`config.mk`:
```
export PLATFORM = sky130hd
export DESIGN_NAME = ec_point_add_dbl_flat
export DESIGN_NICKNAME = d
export VERILOG_FILES = /design/src/rtl/ec_point_add_dbl_if.sv /design/src/rtl/ec_point_add_dbl.sv /design/src/flat_wrapper.sv
export SDC_FILE = /design/constraint.sdc
export NUM_CORES = 1
export LEC_CHECK = 0
export CELL_PAD_IN_SITES_DETAIL_PLACEMENT = 1
export CELL_PAD_IN_SITES_GLOBAL_PLACEMENT = 1
export CORE_MARGIN = 4
export CORE_UTILIZATION = 50
export CTS_BUF_LIST = sky130_fd_sc_hd__clkbuf_16
export CTS_CLUSTER_DIAMETER = 30
export DETAILED_ROUTE_END_ITERATION = 12
export PLACE_DENSITY_LB_ADDON = 0.1
export SLEW_MARGIN = 10
export SYNTH_ARGS = -nofsm -noshare
export SYNTH_HDL_FRONTEND = slang
export SYNTH_SLANG_ARGS = --single-unit
export TNS_END_PERCENT = 20
```
`constraint.sdc`:
```
create_clock -name clk -period 128.8 [get_ports clk]
set_clock_uncertainty 0.15 [all_clocks]
set_input_delay 19.32 -clock clk [delete_from_list [all_inputs] [get_ports clk]]
set_output_delay 19.32 -clock clk [all_outputs]
set_load 0.01 [all_outputs]
```
`src/rtl/ec_point_add_dbl_if.sv`:
```
// Request/result bundle for ec_point_add_dbl: operands and mode in, busy/done and result out.
interface ec_point_add_dbl_if #(
    parameter int N = 10
);
    logic         start;
    logic         mode;
    logic [N-1:0] p;
    logic [N-1:0] x1;
    logic [N-1:0] y1;
    logic [N-1:0] x2;
    logic [N-1:0] y2;
    logic         inf1;
    logic         inf2;
    logic         busy;
    logic         done;
    logic [N-1:0] x3;
    logic [N-1:0] y3;
    logic         infinity;
    logic         error;

    modport master (
        output start, mode, p, x1, y1, x2, y2, inf1, inf2,
        input  busy, done, x3, y3, infinity, error
    );

    modport slave (
        input  start, mode, p, x1, y1, x2, y2, inf1, inf2,
        output busy, done, x3, y3, infinity, error
    );
endinterface

```
`src/rtl/ec_point_add_dbl.sv`:
```
// Affine EC point add/double mod p: special cases finish in 2 cycles, general case <= 8N+16 cycles; start ignored while busy.
// ECC_AUTO_DOUBLE_EN: add with P == Q is computed as a doubling instead of flagging error.
module ec_point_add_dbl #(
    parameter int N      = 10,
    parameter int A_COEF = 2
) (
    input  logic                  clk,
    input  logic                  reset,
    ec_point_add_dbl_if.slave     bus
);
    localparam int CW = (N > 1) ? $clog2(N) : 1;

    typedef enum logic [2:0] {
        S_IDLE, S_CHECK, S_NUM, S_INV, S_LAMBDA, S_XR, S_YR, S_DONE
    } state_t;

    state_t         state_q;
    logic           mode_q, inf1_q, inf2_q;
    logic [N-1:0]   p_q, x1_q, y1_q, x2_q, y2_q;
    logic [N-1:0]   num_q, u_q, v_q, r_q, s_q, lam_q, xt_q;
    logic [N-1:0]   mul_a_q, mul_b_q, mul_acc_q;
    logic [CW-1:0]  mul_cnt_q;
    logic           busy_q, done_q, inf_q, err_q;
    logic [N-1:0]   x3_q, y3_q;

    function automatic logic [N-1:0] mod_add(input logic [N-1:0] a, input logic [N-1:0] b,
                                             input logic [N-1:0] m);
        logic [N:0] s;
        logic [N:0] d;
        s = {1'b0, a} + {1'b0, b};
        d = s - {1'b0, m};
        return d[N] ? s[N-1:0] : d[N-1:0];
    endfunction

    function automatic logic [N-1:0] mod_sub(input logic [N-1:0] a, input logic [N-1:0] b,
                                             input logic [N-1:0] m);
        return (a >= b) ? (a - b) : (a - b + m);
    endfunction

    // (a + m) / 2 for odd a, written without the carry bit since a and m are both odd
    function automatic logic [N-1:0] mod_half(input logic [N-1:0] a, input logic [N-1:0] m);
        return a[0] ? ((a >> 1) + (m >> 1) + N'(1)) : (a >> 1);
    endfunction

    logic [N-1:0] a_red_d, mul_dbl_d, mul_d, x2_eff_d, num_dbl_d, den_dbl_d, x3_d, y3_d;
    logic         mul_last_d;

    assign a_red_d    = N'({{N{1'b0}}, 32'(A_COEF)} % {32'd0, p_q});
    assign mul_dbl_d  = mod_add(mul_acc_q, mul_acc_q, p_q);
    assign mul_d      = mul_b_q[mul_cnt_q] ? mod_add(mul_dbl_d, mul_a_q, p_q) : mul_dbl_d;
    assign mul_last_d = (mul_cnt_q == '0);
    assign x2_eff_d   = mode_q ? x1_q : x2_q;
    assign num_dbl_d  = mod_add(mod_add(mod_add(mul_d, mul_d, p_q), mul_d, p_q), a_red_d, p_q);
    assign den_dbl_d  = mod_add(y1_q, y1_q, p_q);
    assign x3_d       = mod_sub(mod_sub(mul_d, x1_q, p_q), x2_eff_d, p_q);
    assign y3_d       = mod_sub(mul_d, y1_q, p_q);

    logic         chk_fin_d, chk_inf_d, chk_err_d, chk_dbl_d;
    logic [N-1:0] chk_x_d, chk_y_d;

    always_comb begin
        chk_fin_d = 1'b1;
        chk_inf_d = 1'b1;
        chk_err_d = 1'b0;
        chk_dbl_d = 1'b0;
        chk_x_d   = '0;
        chk_y_d   = '0;
        if (!mode_q && inf1_q) begin
            chk_inf_d = inf2_q;
            chk_x_d   = inf2_q ? '0 : x2_q;
            chk_y_d   = inf2_q ? '0 : y2_q;
        end else if (!mode_q && inf2_q) begin
            chk_inf_d = 1'b0;
            chk_x_d   = x1_q;
            chk_y_d   = y1_q;
        end else if (mode_q && inf1_q) begin
            chk_inf_d = 1'b1;
        end else if (!mode_q && x1_q == x2_q && mod_add(y1_q, y2_q, p_q) == '0) begin
            chk_inf_d = 1'b1;
        end else if (mode_q && y1_q == '0) begin
            chk_inf_d = 1'b1;
        end else if (!mode_q && x1_q == x2_q) begin
`ifdef ECC_AUTO_DOUBLE_EN
            if (y1_q == y2_q) begin
                chk_fin_d = 1'b0;
                chk_dbl_d = 1'b1;
            end else begin
                chk_inf_d = 1'b0;
                chk_err_d = 1'b1;
            end
`else
            chk_inf_d = 1'b0;
            chk_err_d = 1'b1;
`endif
        end else begin
            chk_fin_d = 1'b0;
        end
    end

    always_ff @(posedge clk) begin
        if (reset) begin
            state_q <= S_IDLE;
            busy_q  <= 1'b0;
            done_q  <= 1'b0;
            x3_q    <= '0;
            y3_q    <= '0;
            inf_q   <= 1'b0;
            err_q   <= 1'b0;
        end else begin
            done_q <= 1'b0;
            case (state_q)
                S_IDLE: begin
                    if (bus.start) begin
                        mode_q  <= bus.mode;
                        p_q     <= bus.p;
                        x1_q    <= bus.x1;
                        y1_q    <= bus.y1;
                        x2_q    <= bus.x2;
                        y2_q    <= bus.y2;
                        inf1_q  <= bus.inf1;
                        inf2_q  <= bus.inf2;
                        busy_q  <= 1'b1;
                        state_q <= S_CHECK;
                    end
                end
                S_CHECK: begin
                    mul_a_q   <= x1_q;
                    mul_b_q   <= x1_q;
                    mul_acc_q <= '0;
                    mul_cnt_q <= CW'(N - 1);
                    if (chk_fin_d) begin
                        x3_q    <= chk_x_d;
                        y3_q    <= chk_y_d;
                        inf_q   <= chk_inf_d;
                        err_q   <= chk_err_d;
                        done_q  <= 1'b1;
                        busy_q  <= 1'b0;
                        state_q <= S_DONE;
                    end else begin
                        mode_q  <= mode_q | chk_dbl_d;
                        state_q <= S_NUM;
                    end
                end
                S_NUM: begin
                    v_q <= p_q;
                    r_q <= N'(1);
                    s_q <= '0;
                    if (mode_q) begin
                        mul_acc_q <= mul_d;
                        mul_cnt_q <= mul_cnt_q - CW'(1);
                        if (mul_last_d) begin
                            num_q   <= num_dbl_d;
                            u_q     <= den_dbl_d;
                            state_q <= S_INV;
                        end
                    end else begin
                        num_q   <= mod_sub(y2_q, y1_q, p_q);
                        u_q     <= mod_sub(x2_q, x1_q, p_q);
                        state_q <= S_INV;
                    end
                end
                S_INV: begin
                    // invariants: r*den == u and s*den == v (mod p)
                    if (u_q == N'(1) || v_q == N'(1)) begin
                        mul_a_q   <= num_q;
                        mul_b_q   <= (u_q == N'(1)) ? r_q : s_q;
                        mul_acc_q <= '0;
                        mul_cnt_q <= CW'(N - 1);
                        state_q   <= S_LAMBDA;
                    end else if (!u_q[0]) begin
                        u_q <= u_q >> 1;
                        r_q <= mod_half(r_q, p_q);
                    end else if (!v_q[0]) begin
                        v_q <= v_q >> 1;
                        s_q <= mod_half(s_q, p_q);
                    end else if (u_q >= v_q) begin
                        u_q <= (u_q - v_q) >> 1;
                        r_q <= mod_half(mod_sub(r_q, s_q, p_q), p_q);
                    end else begin
                        v_q <= (v_q - u_q) >> 1;
                        s_q <= mod_half(mod_sub(s_q, r_q, p_q), p_q);
                    end
                end
                S_LAMBDA, S_XR, S_YR: begin
                    mul_acc_q <= mul_d;
                    mul_cnt_q <= mul_cnt_q - CW'(1);
                    if (mul_last_d) begin
                        mul_acc_q <= '0;
                        mul_cnt_q <= CW'(N - 1);
                        if (state_q == S_LAMBDA) begin
                            lam_q   <= mul_d;
                            mul_a_q <= mul_d;
                            mul_b_q <= mul_d;
                            state_q <= S_XR;
                        end else if (state_q == S_XR) begin
                            xt_q    <= x3_d;
                            mul_a_q <= lam_q;
                            mul_b_q <= mod_sub(x1_q, x3_d, p_q);
                            state_q <= S_YR;
                        end else begin
                            x3_q    <= xt_q;
                            y3_q    <= y3_d;
                            inf_q   <= 1'b0;
                            err_q   <= 1'b0;
                            done_q  <= 1'b1;
                            busy_q  <= 1'b0;
                            state_q <= S_DONE;
                        end
                    end
                end
                S_DONE: begin
                    state_q <= S_IDLE;
                end
                default: begin
                    state_q <= S_IDLE;
                end
            endcase
        end
    end

    assign bus.busy     = busy_q;
    assign bus.done     = done_q;
    assign bus.x3       = x3_q;
    assign bus.y3       = y3_q;
    assign bus.infinity = inf_q;
    assign bus.error    = err_q;
endmodule

```
`src/flat_wrapper.sv`:
```
// flat-port wrapper written by rule: the top's interface ports become plain ports
module ec_point_add_dbl_flat 
#(
    parameter int N      = 10,
    parameter int A_COEF = 2
)
  (clk, reset, bus_start, bus_mode, bus_p, bus_x1, bus_y1, bus_x2, bus_y2, bus_inf1, bus_inf2, bus_busy, bus_done, bus_x3, bus_y3, bus_infinity, bus_error);
  ec_point_add_dbl_if #(.N(N)) bus_i ();
  input  logic clk;
  input  logic reset;
  input wire logic [$bits(bus_i.start)-1:0] bus_start;
  input wire logic [$bits(bus_i.mode)-1:0] bus_mode;
  input wire logic [$bits(bus_i.p)-1:0] bus_p;
  input wire logic [$bits(bus_i.x1)-1:0] bus_x1;
  input wire logic [$bits(bus_i.y1)-1:0] bus_y1;
  input wire logic [$bits(bus_i.x2)-1:0] bus_x2;
  input wire logic [$bits(bus_i.y2)-1:0] bus_y2;
  input wire logic [$bits(bus_i.inf1)-1:0] bus_inf1;
  input wire logic [$bits(bus_i.inf2)-1:0] bus_inf2;
  output wire logic [$bits(bus_i.busy)-1:0] bus_busy;
  output wire logic [$bits(bus_i.done)-1:0] bus_done;
  output wire logic [$bits(bus_i.x3)-1:0] bus_x3;
  output wire logic [$bits(bus_i.y3)-1:0] bus_y3;
  output wire logic [$bits(bus_i.infinity)-1:0] bus_infinity;
  output wire logic [$bits(bus_i.error)-1:0] bus_error;
  assign bus_i.start = bus_start;
  assign bus_i.mode = bus_mode;
  assign bus_i.p = bus_p;
  assign bus_i.x1 = bus_x1;
  assign bus_i.y1 = bus_y1;
  assign bus_i.x2 = bus_x2;
  assign bus_i.y2 = bus_y2;
  assign bus_i.inf1 = bus_inf1;
  assign bus_i.inf2 = bus_inf2;
  assign bus_busy = bus_i.busy;
  assign bus_done = bus_i.done;
  assign bus_x3 = bus_i.x3;
  assign bus_y3 = bus_i.y3;
  assign bus_infinity = bus_i.infinity;
  assign bus_error = bus_i.error;
  ec_point_add_dbl #(.N(N), .A_COEF(A_COEF)) u_core (.clk(clk), .reset(reset), .bus(bus_i));
endmodule
```
# Word-level counts from Yosys, hierarchy flattened
# Index checks and enable logic that the tools add are counted.
# totals
latch_bits	0
ramBits	0
ff_bits	184
elab_cells	262
rom_bits	0
output_inout_bits	24
memories	0
# op_classes
order_cmp	10
n_eq_ne	25
n_mux	123
mul	0
n_div	1
bitwise_logic	2
n_shift	0
reduce_logical	32
addsub	41
# ops
operator	count
2-to-1 mux 10 bit	67
case mux 10 bit (2 select lines)	6
subtractor 10 bit	10
greater-or-equal comparator 10 bit	9
adder 10 bit	8
adder 10 x 10 -> 11 bit	7
subtractor 11 x 10 -> 11 bit	7
case mux 10 bit (3 select lines)	2
modulo 2 x 10 -> 42 bit (first input constant)	1
adder 10 x 1 -> 10 bit (second input constant)	4
adder 9 x 9 -> 10 bit	4
case mux 10 bit (4 select lines)	1
2-to-1 mux 1 bit	30
AND reduction 5 bit	5
2-to-1 mux 3 bit	7
== test 10 x 1 -> 1 bit (second input constant)	2
zero test 10 bit	2
AND reduction 4 bit	5
case mux 3 bit (6 select lines)	1
case mux 4 bit (4 select lines)	1
== test 3 bit (second input constant)	4
2-to-1 mux 4 bit	3
inequality test 3 bit (second input constant)	4
AND reduction 6 bit	2
other kinds (22)	42

# Logic depth before layout (Yosys ltp)
# Gate-level depths: netlist of run 1.
# depth
ltp_word	20
mapped_depth	673
depth_no_buf	606

# Worst setup path before layout of run 1
# Ideal clock, no wire load.
# synth_path
path_type	reg-to-reg
from	register u_core.p_q[0]
to	register u_core.num_q[8], data pin
required_ns	128.377
path_stages_with_launch	646
path_slack_ns	10.952
period_less_slack_ns	117.848
arrival_ns	117.425
path_cell_list	edfxtp_1 clkbuf_1 inv_2 clkbuf_1 clkbuf_1 buf_1 buf_1 clkbuf_1 buf_1 ha_1 nor2b_2 nand2_1 nor3_1 ha_1 xor2_1 a2bb2oi_1 nor3_1 ha_1 [... 610 more ...] o21ba_1 fa_1 a21o_1 a21oi_1 o21bai_1 a21oi_1 o21bai_1 a21oi_1 xnor2_1 ha_1 inv_1 o21bai_1 a21oi_1 xnor2_1 clkbuf_1 nor2_1 a21oi_1 a21oi_1
# synth_via
elab_chain_cells	17
elab_cells_between_ends	20
classes_between	add/sub: 10; div: 1; mux: 9
# synth_lines
element	line	rtl
start, declared	ec_point_add_dbl.sv:19	logic [N-1:0] p_q, x1_q, y1_q, x2_q, y2_q;
start signal, assigned	ec_point_add_dbl.sv:115	p_q <= bus.p;
branches (longest 16 deep; another with modulo 2 x 10 -> 42 bit)	--	
2-to-1 mux 10 bit (*)	ec_point_add_dbl.sv:148	if (mode_q) begin
end signal, assigned	ec_point_add_dbl.sv:152	num_q <= num_dbl_d;
end signal, assigned	ec_point_add_dbl.sv:157	num_q <= mod_sub(y2_q, y1_q, p_q);
end, declared	ec_point_add_dbl.sv:20	logic [N-1:0] num_q, u_q, v_q, r_q, s_q, lam_q, xt_q;
# Mark *: on every way between the ends. The select of a mux whose other input is x is not followed.
# A chain may end at the register's enable or synchronous reset.

# Final worst setup path of run 1
# layout_path
from	register u_core.p_q[9]
to	register u_core.num_q[8], data pin
# layout_via
elab_chain_cells	17
elab_cells_between_ends	18
classes_between	add/sub: 9; div: 1; mux: 8
# layout_lines
element	line	rtl
branches (longest 14 deep; another with modulo 2 x 10 -> 42 bit)	--	
2-to-1 mux 10 bit (*)	ec_point_add_dbl.sv:32	return d[N] ? s[N-1:0] : d[N-1:0];
2-to-1 mux 10 bit (*)	ec_point_add_dbl.sv:151	if (mul_last_d) begin
2-to-1 mux 10 bit (*)	ec_point_add_dbl.sv:148	
# Marked as above.

==> results of run 1 <==
[worst max-delay path: cells and delay by family (launching register included)]
family / cells / cell delay (ns)
muxes: 8 / 2.20
adders and majority gates: 43 / 13.51
xor gates and xnor gates: 4 / 0.99
DFF: 1 / 0.37
AOI/OAI and AO/OA: 323 / 60.47
buffers and inverters: 32 / 5.70
and+or+nand+nor: 195 / 35.94
[cell usage after synthesis, drive strengths merged (124+ instances only)]
master  count
nand4     133
o21ai     498
clkbuf    165
mux2i     124
nor2      766
nand2b    178
nor3      237
nand3     220
a21oi     705
ha        652
inv       380
a21o      456
nand2     547
xnor2     510
edfxtp    157
xor2      234
[through the flow]
step           instances  TNS [ns]  setup slack, ns  instance area (um2)  utilization, %
6_report            9799         0             8.97                66200            53.3
2_1_floorplan       8172         0            10.95                62700               -
3_5_place_dp        9710     -9.61           -0.981                64700            52.1
3_3_place_gp        9710         0             5.13                64700            52.1
4_1_cts             9744         0            0.219                65300            52.6
5_1_grt             9799     -4.48           -0.488                66200            53.3
[cell families (layout without fill, tap and decap cells)]
family                     Yosys count  in the layout  share of synthesized area [%]
and+or+nand+nor                   2870           2872                           25.5
buffers and inverters              665            653                           5.09
adders and majority gates          686            686                           14.1
muxes                              246            246                           4.33
xor gates and xnor gates           744            744                           10.8
AOI/OAI and AO/OA                 2777           2777                           31.8
DFF                                184            184                           8.38
[worst max path at each step]
stage	startpoint	to	slack [ns]	cells past startpoint
2_1_floorplan	u_core.p_q[0]$_DFFE_PP_	u_core.num_q[8]$_DFFE_PP_	10.95	645
3_3_place_gp	u_core.p_q[0]$_DFFE_PP_	u_core.num_q[1]$_DFFE_PP_	5.13	586
3_5_place_dp	u_core.p_q[0]$_DFFE_PP_	u_core.num_q[9]$_DFFE_PP_	-0.98	593
6_report	u_core.p_q[9]$_DFFE_PP_	u_core.num_q[8]$_DFFE_PP_	8.97	605
5_1_grt	u_core.p_q[9]$_DFFE_PP_	u_core.num_q[8]$_DFFE_PP_	-0.49	607
4_1_cts	u_core.p_q[0]$_DFFE_PP_	u_core.num_q[8]$_DFFE_PP_	0.22	592
[area by class of cell]
class	instances	share of cell area [%]
Sequential cell	184	7.94
Multi-Input combinational cell	7325	82.7
Clock buffer	17	0.643
Inverter	384	2.23
Tap cell	1637	3.09
Clock inverter	15	0.284
Timing Repair Buffer	237	3.09
[metal layers]
layer	global-route usage, %	wire, um
met1	48.3	110000
met5	0	13
met2	55.8	105000
met3	2.38	13500
met4	8.01	6150
[timing repair]
item | in CTS | in global routing
gates resized for setup | 2 | 82
pin swaps | 2 | 23
cloned | 0 | 2
buffers inserted | 2 | 53
endpoints found under the setup margin | 10 | 10
[registers in the layout, summed over array words and instances (netlist names), 3 cells and up]
register / flops
u_core.v_q: 10
u_core.y1_q: 10
u_core.u_q: 10
u_core.y2_q: 10
u_core.state_q: 3
u_core.mul_cnt_q: 4
u_core.lam_q: 10
u_core.bus.y3: 10
u_core.x1_q: 10
u_core.xt_q: 10
u_core.x2_q: 10
u_core.r_q: 10
u_core.s_q: 10
u_core.mul_b_q: 10
u_core.bus.x3: 10
u_core.num_q: 10
u_core.mul_a_q: 10
u_core.mul_acc_q: 10
u_core.p_q: 10
==> summary.md, run 1 <==
| Metric | Value |
|---|---|
| Post-synth top flop | `edfxtp_1` |
| CTS buffer count | `17` |
| Yosys warning count | `0` |
| Vert. Die Dim | `362 um` |
| # diodes | `0` |
| Syn avg cell area | `7.67 um2` |
| Syn-to-layout area delta | `5.58%` |
| Tmin final | `119.83 ns` |
| Sequential cell area | `5260 um2` |
| Initial core utilization | `50.5%` |
| Mapped Nets | `8913` |
| Via/cell ratio | `6.67` |
| Maxcap violations | `0` |
| Hold buffers post-CTS | `0` |
| Row count | `129` |
| Drt wl/cell | `23.9 um` |
| Synth top area cells | `ha_1 13%, edfxtp_1 7.5%, xnor2_1 6.8%, a21oi_1 5.3%, a21o_1 5.0%` |
| #FFs+latches synth | `184` |
| DR DRC count | `0` |
| Max-slew violation count | `0` |
| Crit start category | `flop` |
| Std-Cell Core Area | `124000 um2` |
| CTS Sinks | `184` |
| Port Buffers | `79` |
| Fraction of layout cells with a size suffix above 1 | `12.7%` |
| Synth Instances | `8172` |
| Commonest non-fill, non-tap cell in the layout | `nor2_1` |
| Worst-margin pin slew | `1.14 ns` |
| CTS tree | `yes` |
| Gr ovfl total | `0` |
| Vias in the first global route | `65100` |
| R2R Setup Slk | `8.97 ns` |
| Most used cell along the critical path | `a21o_1` |
| Num ports | `80` |
| Hold path start | `u_core.bus.error$_SDFFE_PP0P_` |
| Area occupied by multi-input gates | `54700 um2` |
| Drt total wl | `234000 um` |
| Status | `completed` |
| Hold depth | `2` |
| Area fraction of the dominant cell type after synthesis | `13.0%` |
| Post-synth EDFFs | `157` |
| Worst Path Arrival | `119.87 ns` |
| Critical path type | `flop to flop` |
| 1st-pass router iterations | `5` |
| Worst R2R Start | `u_core.p_q[9]$_DFFE_PP_` |
| Fmax | `0.00835 GHz` |
| Largest net degree at the start of global routing | `93` |
| Slowest Stage Delay on Critical Path | `0.63 ns` |
| First-pass GRT wire length | `367000 um` |
| Total Nets Final | `8890` |
| Sequential-to-total area share from yosys stat | `8.38%` |
| Final setup vio count | `0` |
| Final hold slack | `0.311 ns` |
| Crit path capture type | `flop` |
| Asr flop ratio synth | `0%` |
| Die W | `362 um` |
| Post-detail-place hpwl | `183000 um` |
| Yosys cell types | `217` |
| Synth Cell Area | `62700 um2` |
| Reg2Reg Depth | `605` |
| Antenna viol nets, final | `0` |
| Slowest CP cell | `or4_4` |
| Tcrit/Tclk final | `93.0%` |
| Commonest cells after routing, fill and taps aside | `742 x nor2_1, 659 x a21oi_1, 651 x ha_1, 526 x nand2_1, 488 x xnor2_1` |
| Req. time, crit path | `128.85 ns` |
| Global Route Usage Sum | `33.9%` |
| Reg2reg end | `u_core.num_q[8]$_DFFE_PP_` |
| Post-synth top area cell | `ha_1` |
| Hold crit path type | `flop to flop` |
| Worst skew pair latency | `0.48 ns` |
| Die area | `131000 um2` |
| Final hold violations | `0` |
| Min-Delay Endpoint | `u_core.bus.error$_SDFFE_PP0P_` |
| Fill count | `15600` |
| Gp weighted congestion | `0.940` |
| CTS clk-pin slew, worst paths | `0.08 ns` |
| Relative slew margins | `23.3%` |
| H-tree lvl count | `4` |
| Antenna violations before repair | `4` |
| Clock tree buffer depth | `2` |
| DR vias | `65300` |
| Largest fanout on the critical path | `31` |
| DR iter-0 viols | `5237` |
| Root Driver | `clkbuf_16` |
Power of run 1 is left out: the tool's default activity adds up to more than one toggle a clock period on the data nets, which glitch-free logic cannot reach.
==> run 2, diff against run 1 <==
CAP_MARGIN = 15   (was not set)
==> results of run 2 <==
No change in the layout: final DEF, timing and power equal those of run 1.
Power of run 2 is left out for the same reason.
